**src/rtl/bf16_pkg.sv**
```systemverilog
// Shared bfloat16 definitions for the multiplier/arbiter slice.
//   BF16_EXP_BIAS : exponent bias (127)
//   BF16_EXP_MAX  : largest finite biased exponent (254)
//   bf16_t        : packed {sign, exp[7:0], man[6:0]} view of a bfloat16 word
package bf16_pkg;

  localparam int unsigned BF16_EXP_BIAS = 127;
  localparam int unsigned BF16_EXP_MAX  = 254;

  typedef struct packed {
    logic       sign;
    logic [7:0] exp;
    logic [6:0] man;
  } bf16_t;

endpackage

```
**src/rtl/bf16_mul_pipe.sv**
```systemverilog
// bfloat16 multiplier pipeline with id/valid sideband.
// The product is formed combinationally on the input side and then carried
// through MUL_LAT register stages; stall freezes every stage at once.
// Ports:
//   clk, rst_n            : clock, asynchronous active-low reset
//   stall                 : hold all stages (data, ovf, id, valid)
//   in_valid/in_a/in_b    : operand pair entering stage 0
//   in_id                 : requester index travelling with the operands
//   out_valid/out_data    : last-stage valid and bfloat16 product
//   out_ovf/out_id        : last-stage overflow/underflow flag and requester index
module bf16_mul_pipe
  import bf16_pkg::*;
#(
  parameter int unsigned MUL_LAT = 2
) (
  input  logic        clk,
  input  logic        rst_n,
  input  logic        stall,
  input  logic        in_valid,
  input  logic [15:0] in_a,
  input  logic [15:0] in_b,
  input  logic [2:0]  in_id,
  output logic        out_valid,
  output logic [15:0] out_data,
  output logic        out_ovf,
  output logic [2:0]  out_id
);

  bf16_t       a, b;
  logic [9:0]  exp_sum;
  logic [9:0]  exp_n;
  logic [15:0] man_prod;
  logic [6:0]  man_n;
  logic [15:0] res_data;
  logic        res_ovf;

  always_comb begin
    a        = bf16_t'(in_a);
    b        = bf16_t'(in_b);
    exp_sum  = 10'(a.exp) + 10'(b.exp) - 10'(BF16_EXP_BIAS);
    man_prod = 16'({1'b1, a.man}) * 16'({1'b1, b.man});
    // Product of two 1.x values lies in [1,4); a set MSB means renormalise by one.
    if (man_prod[15]) begin
      man_n = man_prod[14:8];
      exp_n = exp_sum + 10'd1;
    end else begin
      man_n = man_prod[13:7];
      exp_n = exp_sum;
    end
    res_data = {a.sign ^ b.sign, exp_n[7:0], man_n};
    res_ovf  = 1'b0;
    if (a.exp == 8'd0 || b.exp == 8'd0) begin
      // Zeros and denormals flush to a signed zero.
      res_data = {a.sign ^ b.sign, 15'b0};
    end else if (a.exp == 8'hff || b.exp == 8'hff || exp_n[9] || exp_n == 10'd0 ||
                 exp_n[8:0] > 9'(BF16_EXP_MAX)) begin
      // exp_n is two's complement: bit 9 set means the result underflowed below 1.
      res_data = 16'h0000;
      res_ovf  = 1'b1;
    end
  end

  logic [MUL_LAT-1:0]        vld_q;
  logic [MUL_LAT-1:0]        ovf_q;
  logic [MUL_LAT-1:0][15:0]  data_q;
  logic [MUL_LAT-1:0][2:0]   id_q;

  always_ff @(posedge clk or negedge rst_n) begin
    if (!rst_n) begin
      vld_q  <= '0;
      ovf_q  <= '0;
      data_q <= '0;
      id_q   <= '0;
    end else if (!stall) begin
      vld_q[0]  <= in_valid;
      ovf_q[0]  <= res_ovf;
      data_q[0] <= res_data;
      id_q[0]   <= in_id;
      for (int i = 1; i < MUL_LAT; i++) begin
        vld_q[i]  <= vld_q[i-1];
        ovf_q[i]  <= ovf_q[i-1];
        data_q[i] <= data_q[i-1];
        id_q[i]   <= id_q[i-1];
      end
    end
  end

  assign out_valid = vld_q[MUL_LAT-1];
  assign out_data  = data_q[MUL_LAT-1];
  assign out_ovf   = ovf_q[MUL_LAT-1];
  assign out_id    = id_q[MUL_LAT-1];

endmodule

```
**src/rtl/bf16_mul_arbiter.sv**
```systemverilog
// Round-robin arbiter feeding a shared bfloat16 multiplier pipeline.
// Optional feature macro: BF16_MUL_ARB_PERF_EN adds perf_issue/perf_stall counters.
// Ports:
//   clk, rst_n             : clock, asynchronous active-low reset
//   req_valid/req_a/req_b  : per-requester operands, requester i at bits [16i+15:16i]
//   req_ready              : per-requester accept, at most one bit high
//   rsp_valid/rsp_data     : result valid and bfloat16 product
//   rsp_ovf/rsp_id         : overflow/underflow flag and issuing requester index
//   rsp_ready              : downstream accept
//   perf_issue/perf_stall  : accept and stall-cycle counters (macro builds only)
module bf16_mul_arbiter
  import bf16_pkg::*;
#(
  parameter int unsigned NUM_REQ = 4,
  parameter int unsigned MUL_LAT = 2
) (
  input  logic                   clk,
  input  logic                   rst_n,
  input  logic [NUM_REQ-1:0]     req_valid,
  input  logic [16*NUM_REQ-1:0]  req_a,
  input  logic [16*NUM_REQ-1:0]  req_b,
  output logic [NUM_REQ-1:0]     req_ready,
  output logic                   rsp_valid,
  output logic [15:0]            rsp_data,
  output logic                   rsp_ovf,
  output logic [2:0]             rsp_id,
`ifdef BF16_MUL_ARB_PERF_EN
  output logic [31:0]            perf_issue,
  output logic [31:0]            perf_stall,
`endif
  input  logic                   rsp_ready
);

  logic [2:0]         ptr_q, ptr_d;
  logic [NUM_REQ-1:0] grant;
  logic [2:0]         winner;
  logic               found;
  logic               stall;
  logic               accept;
  logic [15:0]        sel_a, sel_b;

  assign stall = rsp_valid & ~rsp_ready;

  // Scan from ptr upward with wrap; the first valid requester wins.
  always_comb begin
    grant  = '0;
    winner = '0;
    found  = 1'b0;
    for (int k = 0; k < int'(NUM_REQ); k++) begin
      for (int i = 0; i < int'(NUM_REQ); i++) begin
        if (!found && req_valid[i] && ((int'(ptr_q) + k) % int'(NUM_REQ)) == i) begin
          found    = 1'b1;
          grant[i] = 1'b1;
          winner   = 3'(i);
        end
      end
    end
  end

  assign req_ready = (rst_n && !stall) ? grant : '0;
  assign accept    = |(req_valid & req_ready);

  // grant is one-hot, so an OR-mux selects the winning operands.
  always_comb begin
    sel_a = '0;
    sel_b = '0;
    for (int i = 0; i < int'(NUM_REQ); i++) begin
      if (grant[i]) begin
        sel_a = sel_a | req_a[16*i +: 16];
        sel_b = sel_b | req_b[16*i +: 16];
      end
    end
  end

  always_comb begin
    ptr_d = ptr_q;
    if (accept) begin
      ptr_d = (winner == 3'(NUM_REQ - 1)) ? 3'd0 : winner + 3'd1;
    end
  end

  always_ff @(posedge clk or negedge rst_n) begin
    if (!rst_n) begin
      ptr_q <= '0;
    end else begin
      ptr_q <= ptr_d;
    end
  end

  bf16_mul_pipe #(
    .MUL_LAT (MUL_LAT)
  ) u_pipe (
    .clk       (clk),
    .rst_n     (rst_n),
    .stall     (stall),
    .in_valid  (accept),
    .in_a      (sel_a),
    .in_b      (sel_b),
    .in_id     (winner),
    .out_valid (rsp_valid),
    .out_data  (rsp_data),
    .out_ovf   (rsp_ovf),
    .out_id    (rsp_id)
  );

`ifdef BF16_MUL_ARB_PERF_EN
  logic [31:0] issue_q, stall_cnt_q;

  always_ff @(posedge clk or negedge rst_n) begin
    if (!rst_n) begin
      issue_q     <= '0;
      stall_cnt_q <= '0;
    end else begin
      issue_q     <= issue_q + 32'(accept);
      stall_cnt_q <= stall_cnt_q + 32'(stall);
    end
  end

  assign perf_issue = issue_q;
  assign perf_stall = stall_cnt_q;
`endif

endmodule

```
**config.mk**
```make
export PLATFORM = sky130hd
export DESIGN_NAME = bf16_mul_arbiter
export DESIGN_NICKNAME = d
export VERILOG_FILES = /design/src/rtl/bf16_pkg.sv /design/src/rtl/bf16_mul_pipe.sv /design/src/rtl/bf16_mul_arbiter.sv
export SDC_FILE = /design/constraint.sdc
export NUM_CORES = 1
export LEC_CHECK = 0
export CORE_MARGIN = 2
export CORE_UTILIZATION = 51
export DETAILED_ROUTE_END_ITERATION = 10
export MAX_ROUTING_LAYER = met4
export PLACE_DENSITY_LB_ADDON = 0.12
export SLEW_MARGIN = 25
export SYNTH_ARGS = -nofsm -noshare
export SYNTH_HDL_FRONTEND = slang
export SYNTH_HIERARCHICAL = 1
export SYNTH_SLANG_ARGS = --single-unit
```
**constraint.sdc**
```tcl
create_clock -name clk -period 8.7 [get_ports clk]
set_input_delay 2.175 -clock clk [delete_from_list [all_inputs] [get_ports clk]]
set_output_delay 2.175 -clock clk [all_outputs]
set_load 0.02 [all_outputs]
```
==> results.cfg <==
[run_status]
outcome = completed

[floorplan]
die-area_mm2 = 0.01259
dieWidth_um = 112.2
num_rows = 39
die_h_um = 112.2
core_area_mm2 = 0.01142
io_pins = 160
start_util_pct = 52.31

[worst_setup_path]
reg2reg_to = u_pipe/data_q[0]
path_class = input port to register
critPathLaunchType = input port
cp_max_fo = 13
worstRegToRegCells = 23
crit_required_ps = 8890
arrival_ps = 8640
crit_start = req_valid[0]
r2r_start = ptr_q[0]
r2r_setup_slack_ps = 1690
endpoint = u_pipe/data_q[0]
endpoint_kind = register

[logic_synthesis]
seq_area_frac_synth_pct = 18.43
yosysTopAreaCellShare_pct = 18.43
synth_top_area_cell = dfrtp_1
ys_ff_latch = 44
syn_area_per_cell_um2 = 9.119
syn_inst = 655
netlist_top_cells_area = dfrtp_1 18%, fa_1 12%, ha_1 10%
syn-cell-area_mm2 = 0.005973
yosysWarnings = 6
synth_edf_count = 0
synth.distinct_cells = 69
synth.most_common_cell = inv_1
synth_nets = 874
yosys-top-cells-count = 79 x inv_1, 48 x ha_1, 44 x dfrtp_1, 44 x nand2_1
yosys_most_used_dff = dfrtp_1
async_reset_ff_share_pct = 100.0

[grt]
overflow = 0
grt_max_degree = 46
grt_antenna_before_repair = 1
grt_pass1_wl_um = 29630
grt_usage_pct = 29.70
grt_pass1_vias = 6191

[timing]
timing.final.crit_share_pct = 97.04
tightest_slew_ps = 774.5
finalSetupViolations = 0
slew_violations = 0
finalHoldViolations = 0
period_minus_slack_ps = 8442
final.setup_skew_ps = 7.752
max_freq_mhz = 118.4
slew_headroom_pct = 48.36

[clock_tree]
clockRootBuffer = clkbuf_16
worstSkewPairLatency_ps = 290
h-tree-depth = 2
cts_buffer_depth = 2
cts_buffers = 5
cts_tree = done
cts.sinks = 44
clk_pin_slew_ps = 60

[route]
vias_per_cell = 5.938
drc = 0
num_vias = 5920
drt-pass1-iter-count = 5
final_antenna_net_count = 0
wl_per_cell_um = 18.30
finalWirelength_um = 18250
drt_iter0_markers = 385

[finish]
num-nets-final = 1071
multiInputGateArea_mm2 = 0.004340
drive_above_1_share_pct = 17.35
fillers = 896
area_delta_synth_final_pct = 38.46
finalNonFillerCells = 997
regArea_mm2 = 0.001101

[placed_design]
routabilityCongestion = 0.9215
hpwl_um = 15080
dp.cells = 984
port_buffers = 159

[worst_hold_path]
hold_class = register to register

[flow_run]
maxCapViolCount = 0
## layout by cell type, fill, tap and decap left out, drive strengths merged, types with 13 or more instances in the layout
cell type,synthesis,final
a221o,33,33
a32o,33,33
and2,36,36
buf,36,80
clkdlybuf4s50,0,154
dfrtp,44,44
fa,36,36
ha,48,48
inv,79,80
mux2,27,27
nand2,44,44
nor2,33,33
nor3,13,13
o21ai,14,14
o31ai,15,15
## how the worst min path moves through the flow
stage / startpoint / to / slack (ps) / depth (start not counted)
3_5_place_dp: u_pipe/data_q[14] / u_pipe/data_q[14] / 460 / 2
3_3_place_gp: u_pipe/data_q[8] / u_pipe/data_q[8] / 470 / 2
6_report: u_pipe/data_q[14] / u_pipe/data_q[14] / 480 / 2
5_1_grt: u_pipe/data_q[14] / u_pipe/data_q[14] / 500 / 2
4_1_cts: u_pipe/data_q[14] / u_pipe/data_q[14] / 480 / 2
2_1_floorplan: u_pipe/data_q[12] / u_pipe/data_q[12] / 440 / 2
## sequential cells by signal, summed over array words and instances, names as in the netlist
| signal | count |
|---|---|
| u_pipe/vld_q | 2 |
| ptr_q | 2 |
| u_pipe/id_q | 3 |
| u_pipe/ovf_q | 2 |
| u_pipe/out_data | 16 |
| u_pipe/out_id | 3 |
| u_pipe/data_q | 16 |
## critical path, cell delays in order
cell	delay, ps
clkbuf_2	140
and2b_1	150
buf_4	130
o21ai_4	130
buf_4	170
a32o_1	250
a221o_1	300
and2_1	170
fa_1	510
fa_1	530
fa_1	540
inv_1	50
fa_1	540
inv_1	50
ha_1	310
and4_1	220
o21ai_1	110
o211a_1	260
or3_4	420
buf_4	160
or3b_4	430
xnor2_4	160
a311o_2	480
o31ai_1	250
## logic make-up after synthesis
logic type	share of synthesized area, %
fa+ha+maj	22.12
other cells	0.06278
compound gates	24.78
simple gates	15.86
mux	5.593
flops	18.43
buf+inv	10.49
xor+xnor	2.660
## what timing repair did
item | CTS | global route
endpoints found under the hold margin | 0 | 0
pin swaps | 6 | 6
endpoints found under the setup margin | 17 | 17
setup buffers | 0 | 1
hold buffers | 0 | 0
gates cloned | 2 | 1
resized for setup | 13 | 10
## area by class of cell
cell class	instances	share of cell area (%)
clock inverter	3	0.5598
antenna	1	0.03026
tap	143	2.163
inverter	79	3.585
clock buffer	5	1.513
timing repair buffer	238	26.35
multi-input combinational	484	52.48
sequential	44	13.31
## metrics by stage
step                      utilization, %  hold WS, ps  TNS (ps)  instance area [um2]  worst slack (ps)
after global routing               72.43        501.5    -5.701                 8270            -5.701
after CTS                          72.23        478.5         0                 8248             10.32
after detailed placement           70.25        460.4     -9914                 8021            -661.9
after global placement             70.25        467.0     -7355                 8021            -510.6
final                              72.43        475.6         0                 8270             257.5
after floorplan                        -        442.5         0                 5973             2.279
## layer usage
layer | up-vias | global-route usage (%) | part of all wire (%)
li1 | 2797 | - | -
met1 | 2825 | 34.10 | 40
met2 | 247 | 54.02 | 52
met3 | 51 | 2.808 | 5.0
met4 | 0 | 10.57 | 3.1
met5 | - | - | 0
Power is left out: the tool's default activity adds up to more than one toggle a clock period on the data nets, which glitch-free logic cannot reach.
